### src/rtl/tile_pkg.sv
// Shared defaults and register-map constants for the CGRA tile operand register file.
package tile_pkg;

    localparam int WIDTH        = 16;
    localparam int NUM_INPUTS   = 4;
    localparam int TOTAL_INPUTS = 2 * NUM_INPUTS;

    typedef logic [WIDTH-1:0] data_t;

    localparam int BANK_A_BASE = 0;
    localparam int BANK_B_BASE = NUM_INPUTS;
    localparam int SCALAR_IDX  = TOTAL_INPUTS;

endpackage

### src/rtl/tile_regfile_bank.sv
// N-lane register group with a common load enable; loads on the enabled edge, one-cycle latency.
// No backpressure: an asserted enable always loads; the caller owns any gating.
module regfile_bank
    import tile_pkg::*;
#(
    parameter int width = WIDTH,
    parameter int lanes = 1
) (
    input  logic                         clk,
    input  logic                         reset,
    input  logic                         en,
    input  logic [lanes-1:0][width-1:0]  d,
    output logic [lanes-1:0][width-1:0]  q
);

    always_ff @(posedge clk or posedge reset) begin
        if (reset) begin
            q <= '0;
        end else if (en) begin
            q <= d;
        end
    end

endmodule

### src/rtl/tile_regfile.sv
// Tile operand register file: three disjoint write banks, registered snapshot read bus, write ack.
// Read wins: a ren cycle drops every write and returns the pre-edge contents one edge later.
module tile_regfile
    import tile_pkg::*;
#(
    parameter  int width        = WIDTH,
    parameter  int num_regs     = 16,
    parameter  int num_inputs   = NUM_INPUTS,
    localparam int total_inputs = 2 * num_inputs
) (
    input  logic                               clk,
    input  logic                               reset,
    input  logic                               ren,
    input  logic                               wen1,
    input  logic                               wen2,
    input  logic                               wen3,
    input  logic [num_inputs-1:0][width-1:0]   w_data1,
    input  logic [num_inputs-1:0][width-1:0]   w_data2,
    input  logic [width-1:0]                   w_data3,
    output logic [total_inputs:0][width-1:0]   r_data,
    output logic                               wr_ack
);

    localparam int bank_a_base = BANK_A_BASE;
    localparam int bank_b_base = num_inputs;
    localparam int scalar_idx  = total_inputs;

    // Registers above scalar_idx are architecturally constant zero, so they get no storage.
    if (num_regs < total_inputs + 1) begin : g_num_regs_too_small
        $error("tile_regfile: num_regs must be at least 2*num_inputs+1");
    end

    logic [total_inputs:0][width-1:0] regs;
    logic                             wr_open;
    logic                             a_en;
    logic                             b_en;
    logic                             s_en;

    assign wr_open = ~ren;
    assign a_en    = wen1 & wr_open;
    assign b_en    = wen2 & wr_open;
    assign s_en    = wen3 & wr_open;

    regfile_bank #(.width(width), .lanes(num_inputs)) u_bank_a (
        .clk   (clk),
        .reset (reset),
        .en    (a_en),
        .d     (w_data1),
        .q     (regs[bank_a_base +: num_inputs])
    );

    regfile_bank #(.width(width), .lanes(num_inputs)) u_bank_b (
        .clk   (clk),
        .reset (reset),
        .en    (b_en),
        .d     (w_data2),
        .q     (regs[bank_b_base +: num_inputs])
    );

    regfile_bank #(.width(width), .lanes(1)) u_bank_s (
        .clk   (clk),
        .reset (reset),
        .en    (s_en),
        .d     (w_data3),
        .q     (regs[scalar_idx])
    );

    always_ff @(posedge clk or posedge reset) begin
        if (reset) begin
            r_data <= '0;
            wr_ack <= 1'b0;
        end else begin
            if (ren) begin
                r_data <= regs;
            end
            wr_ack <= (wen1 | wen2 | wen3) & wr_open;
        end
    end

endmodule

### config.mk
export PLATFORM = sky130hd
export DESIGN_NAME = tile_regfile
export DESIGN_NICKNAME = d
export VERILOG_FILES = /design/src/rtl/tile_pkg.sv /design/src/rtl/tile_regfile_bank.sv /design/src/rtl/tile_regfile.sv
export SDC_FILE = /design/constraint.sdc
export NUM_CORES = 1
export LEC_CHECK = 0
export ABC_AREA = 1
export CAP_MARGIN = 20
export CORE_ASPECT_RATIO = 0.5
export CORE_MARGIN = 2
export CORE_UTILIZATION = 50
export CTS_CLUSTER_SIZE = 12
export DETAILED_ROUTE_END_ITERATION = 16
export DONT_BUFFER_PORTS = 1
export HOLD_SLACK_MARGIN = 0.08
export PLACE_DENSITY = 0.67
export SYNTH_ARGS = -nofsm -noshare
export SYNTH_HDL_FRONTEND = slang
export SYNTH_HIERARCHICAL = 1
export SYNTH_SLANG_ARGS = --single-unit
### constraint.sdc
create_clock -name clk -period 4.4 [get_ports clk]
set_input_delay 0.22 -clock clk [delete_from_list [all_inputs] [get_ports clk]]
set_output_delay 0.22 -clock clk [all_outputs]
set_load 0.01 [all_outputs]
# After elaboration in Yosys (flattened, before gate mapping)
# Cells that the tools add are included.
[totals] inputBits=150 regBits=289 output_inout_bits=145
[classes] bitwise=7
[op_table] operator="$and A1 B1 Y1" n=4
[op_table] operator="$or A1 B1 Y1" n=2
[op_table] operator="$not A1 Y1" n=1

# Logic depth before layout (Yosys ltp)
[logic_depth] word_depth=3 depth_mapped=10 mapped_depth_nobuf=6

# By module
# Netlist, hierarchy kept.
[modules_own_cells] mod="tile_regfile" cells_each=618 instances=1 area_each_um2=5525.3 seq_area_each_um2=3628.5
[modules_own_cells] mod="regfile_bank (u_bank_a ...)" cells_each=271 instances=2 area_each_um2=2449.8 seq_area_each_um2=1601.5
[modules_own_cells] mod="regfile_bank (u_bank_s)" cells_each=69 instances=1 area_each_um2=648.1 seq_area_each_um2=400.4

# Worst setup path before layout
# No wires, ideal clock.
[synth_path] kind="input to register" startpoint="in ren" endpoint="reg u_bank_s/q[10] (netlist name)" t_required_ns=4.284 t_arrival_ns=1.043 setup_ns=0.116 cell_stages=10 slack_ns=3.240 path_buffers=4 path_cell_list="buf_4 > inv_2 > buf_6 > nand2_1 > inv_1 > buf_6 > inv_6 > buf_12 > nand2_1 > nand2_1"
[synth_between] elab_chain_len=2
[synth_rtl] element="start, declared" line_no="tile_regfile.sv:13" source="input logic ren,"
[synth_rtl] element="$not A1 Y1" line_no="tile_regfile.sv:39" source="assign wr_open = ~ren;"
[synth_rtl] element="$and A1 B1 Y1" line_no="tile_regfile.sv:42" source="assign s_en = wen3 & wr_open;"
[synth_rtl] element="via s_en" line_no="tile_regfile.sv:37" source="logic s_en;"
[synth_rtl] element="end signal, assigned" line_no="tile_regfile_bank.sv:18" source="q <= '0;"
[synth_rtl] element="end signal, assigned" line_no="tile_regfile_bank.sv:20" source="q <= d;"
[synth_rtl] element="end, declared" line_no="tile_regfile_bank.sv:13" source="output logic [lanes-1:0][width-1:0] q"
# The timed path passes the listed nets, and every way through them passes these cells.
# A chain may end at the register's enable or synchronous reset.

# Worst setup path after layout
[layout_path] startpoint="in ren" endpoint="reg u_bank_b/q[42] (netlist name)"
[layout_between] elab_chain_len=2
[layout_rtl] element="$not A1 Y1" line_no="tile_regfile.sv:39"
[layout_rtl] element="$and A1 B1 Y1" line_no="tile_regfile.sv:41" source="assign b_en = wen2 & wr_open;"
[layout_rtl] element="via b_en" line_no="tile_regfile.sv:36" source="logic b_en;"
[layout_rtl] element="end signal, assigned" line_no="tile_regfile_bank.sv:18"
[layout_rtl] element="end signal, assigned" line_no="tile_regfile_bank.sv:20"
[layout_rtl] element="end, declared" line_no="tile_regfile_bank.sv:13"
# The timed path passes the listed nets, and every way through them passes these cells.

==> qor.csv <==
stage,metric,value,unit
power_and_ir_drop,p_leak,0.00721,uW
detailed_routing,firstDrtPassIters,5,
synth,syn_inst,1229,
sta,tns,0,ns
synth,synth_top_area_share,65.3,%
worst_setup_path,r2r_slack,3.66,ns
clock_network,cts_tree,built,
sta,max_freq,420,MHz
clock_network,ctsHoldBuffers,148,
worst_setup_path,r2r-end,r_data[82],
detailed_routing,vias,8355,
worst_setup_path,worstSetupPathType,in2reg,
clock_network,cts_sinks,289,
worst_setup_path,r2r_cells,2,
finish,nets,1505,
detailed_routing,drt_iter0_drc,745,
synth,synthXorXnorAreaFrac,0,%
synth,synth_compound_area_share,0,%
finish,fill_cells,1755,
detailed_routing,wl_per_cell,16.5,um
synth,synth-edff-count,0,
floorplanning,die_area,0.0234,sq mm
finish,drive_gt1_share,4.19,%
placement,io_buffers,0,
synth,synth_seq_cells,289,
worst_setup_path,cp.required,4.82,ns
synth,synth-seq-area-share,65.3,%
synth,avgSynthCellArea,9.01,sq um
synth,synth_top_family_by_area,simple AND/OR/NAND/NOR gates,
sta,fin_skew,0.0116,ns
sta,fin_crit,2.38,ns
synth,synth_ff_type,dfrtp_1,
synth,synthAdderAreaFrac,0,%
hold_path,min_to,r_data[80],
power_and_ir_drop,ir_worst_vdd,0.232,mV
hold_path,hold_depth,3,
run,cap_violations,0,
detailed_routing,antenna_left,0,
clock_network,cts.clk_slew.worst_paths,0.06,ns
sta,tightest_slew,1.04,ns
detailed_routing,wirelength,27.5,mm
clock_network,ctsResizeCount,0,
global_routing,antenna_found_initial,1,
sta,setup_viol,0,
clock_network,numCtsBuffers,28,
sta,finalMaxSlewViolations,0,
synth,synth_area_leaders,"dfrtp_1 65%, nand2_1 29%, clkbuf_8 1.5%",
synth,yosysWarnings,6,
synth,synthMostInstantiatedCell,nand2_1,
sta,hold_violations,0,
synth,syn_nets,1379,
hold_path,holdCritStartpoint,ren,
floorplanning,io_pins,295,
global_routing,grt_pass1_vias,8594,
sta,rsz0062_at_grt,no,
global_routing,grt_overflow,0,
global_routing,grt_max_degree,146,
floorplanning,start_util,51.1,%
placement,place_congestion,0.824,
global_routing,grt.total_usage,23.5,%
sta,period_share,54.1,%
clock_network,cts_htree_levels,1,
power_and_ir_drop,powerDensity,458,mW/mm^2
placement,hpwl,15.9,mm
detailed_routing,drc,0,
worst_setup_path,cp.arrival,2.80,ns
finish,layout.cells.non_filler,1661,
power_and_ir_drop,total_power,6110,uW
hold_path,hp-class,in2reg,
floorplanning,die_width,214,um
clock_network,cts_setup_buffers,0,
synth,synthMuxAreaShare,0,%
worst_setup_path,reg2reg_from,r_data[82],
global_routing,grt_pass1_wl,43.7,mm
worst_setup_path,crit_fanout,145,
sta,slew_headroom,30.6,%
synth,synth_top_area_cell,dfrtp_1,
synth,yosys-top-cells-count,"862 x nand2_1, 289 x dfrtp_1, 21 x buf_2",
clock_network,clkLatencyLatePin,0.54,ns
synth,async_flop_share,100,%
synth,syn-cell-area,0.0111,sq mm
status,status,finished clean,
placement,dpl.cell_count,1474,
detailed_routing,vias_per_cell,5.03,
synth,yosysUniqueCellTypes,13,
synth,synth-simple-area-share,29.5,%
finish,area_delta_synth_final,20.4,%
floorplanning,core,0.0217,sq mm
floorplanning,rows,38,
worst_setup_path,start_kind,input port,
worst_setup_path,endpoint_kind,flip-flop,
clock_network,clk_path_buf_depth,3,
floorplanning,die_h,109,um
clock_network,clockRootBuffer,clkbuf_16,
==> where the power goes <==
| group | internal (uW) | switching (uW) |
|---|---|---|
| combinational | 252 | 360 |
| clock | 1210 | 936 |
| sequential | 3010 | 339 |
| total | 4470 | 1640 |
==> registers in the layout, summed over array words and instances (netlist names) <==
signal      cells
wr_ack          1
r_data        144
u_bank_b/q     64
u_bank_a/q     64
u_bank_s/q     16
==> how the worst max path moves through the flow <==
stage                      from              to  depth (start not counted)
after detailed placement    ren  u_bank_a/q[38]                          7
final                       ren  u_bank_b/q[42]                          8
after global placement      ren  u_bank_a/q[15]                          7
after CTS                   ren  u_bank_a/q[22]                          8
after global routing        ren  u_bank_b/q[42]                          8
after floorplan           reset       r_data[0]                          1
==> critical path, cell delays in order <==
cell and delay (ns):
buf_16 0.21, inv_4 0.48, nand2_1 0.15, inv_2 0.07, buf_4 0.52, inv_2 0.61
nand2_1 0.22, nand2_1 0.08
==> cell usage in the layout (no fill, tap or decap), types with 2 or more instances in the layout <==
cell type / instances
nand2_1: 862
dfrtp_1: 289
dlygate4sd3_1: 147
clkbuf_16: 29
inv_2: 6
buf_4: 6
nand2_2: 5
clkbuf_8: 3
buf_16: 3
inv_1: 2
inv_6: 2
clkbuf_1: 2
==> routing by layer <==
metal	global-route usage, %	share of wire [%]	vias up
li1	-	-	3923
met1	29.2	41	4029
met2	40.2	48	319
met3	5.55	6.4	84
met4	9.97	3.9	0
met5	0	0	-
==> layout make-up <==
| cell class | count | area (sq um) | share of cell area (%) |
|---|---|---|---|
| antenna | 1 | 2.50 | 0.0188 |
| clock buffer | 34 | 774 | 5.81 |
| tap | 300 | 375 | 2.82 |
| multi-input combinational | 868 | 3270 | 24.5 |
| clock inverter | 1 | 5.00 | 0.0375 |
| timing repair buffer | 157 | 1620 | 12.1 |
| sequential | 289 | 7230 | 54.2 |
| inverter | 11 | 53.8 | 0.403 |
==> metrics by stage <==
| step | area (sq um) | hold WS (ns) | setup slack (ns) | util, % |
|---|---|---|---|---|
| 3_5_place_dp | 11000 | 0.224 | 1.96 | 50.6 |
| 5_1_grt | 13300 | 0.159 | 1.82 | 61.5 |
| 6_report | 13300 | 0.0919 | 2.02 | 61.5 |
| 3_3_place_gp | 11000 | 0.214 | 2.00 | 50.6 |
| 2_1_floorplan | 11100 | 0.134 | 0.285 | - |
| 4_1_cts | 13300 | 0.159 | 2.10 | 61.1 |
==> logic make-up (layout without fill, tap and decap cells) <==
| family | count (synthesis) | in the layout |
|---|---|---|
| buf+inv | 72 | 203 |
| flops | 289 | 289 |
| other cells | 0 | 1 |
| simple gates | 868 | 868 |
No activity file was read; power rests on OpenSTA's default activity.
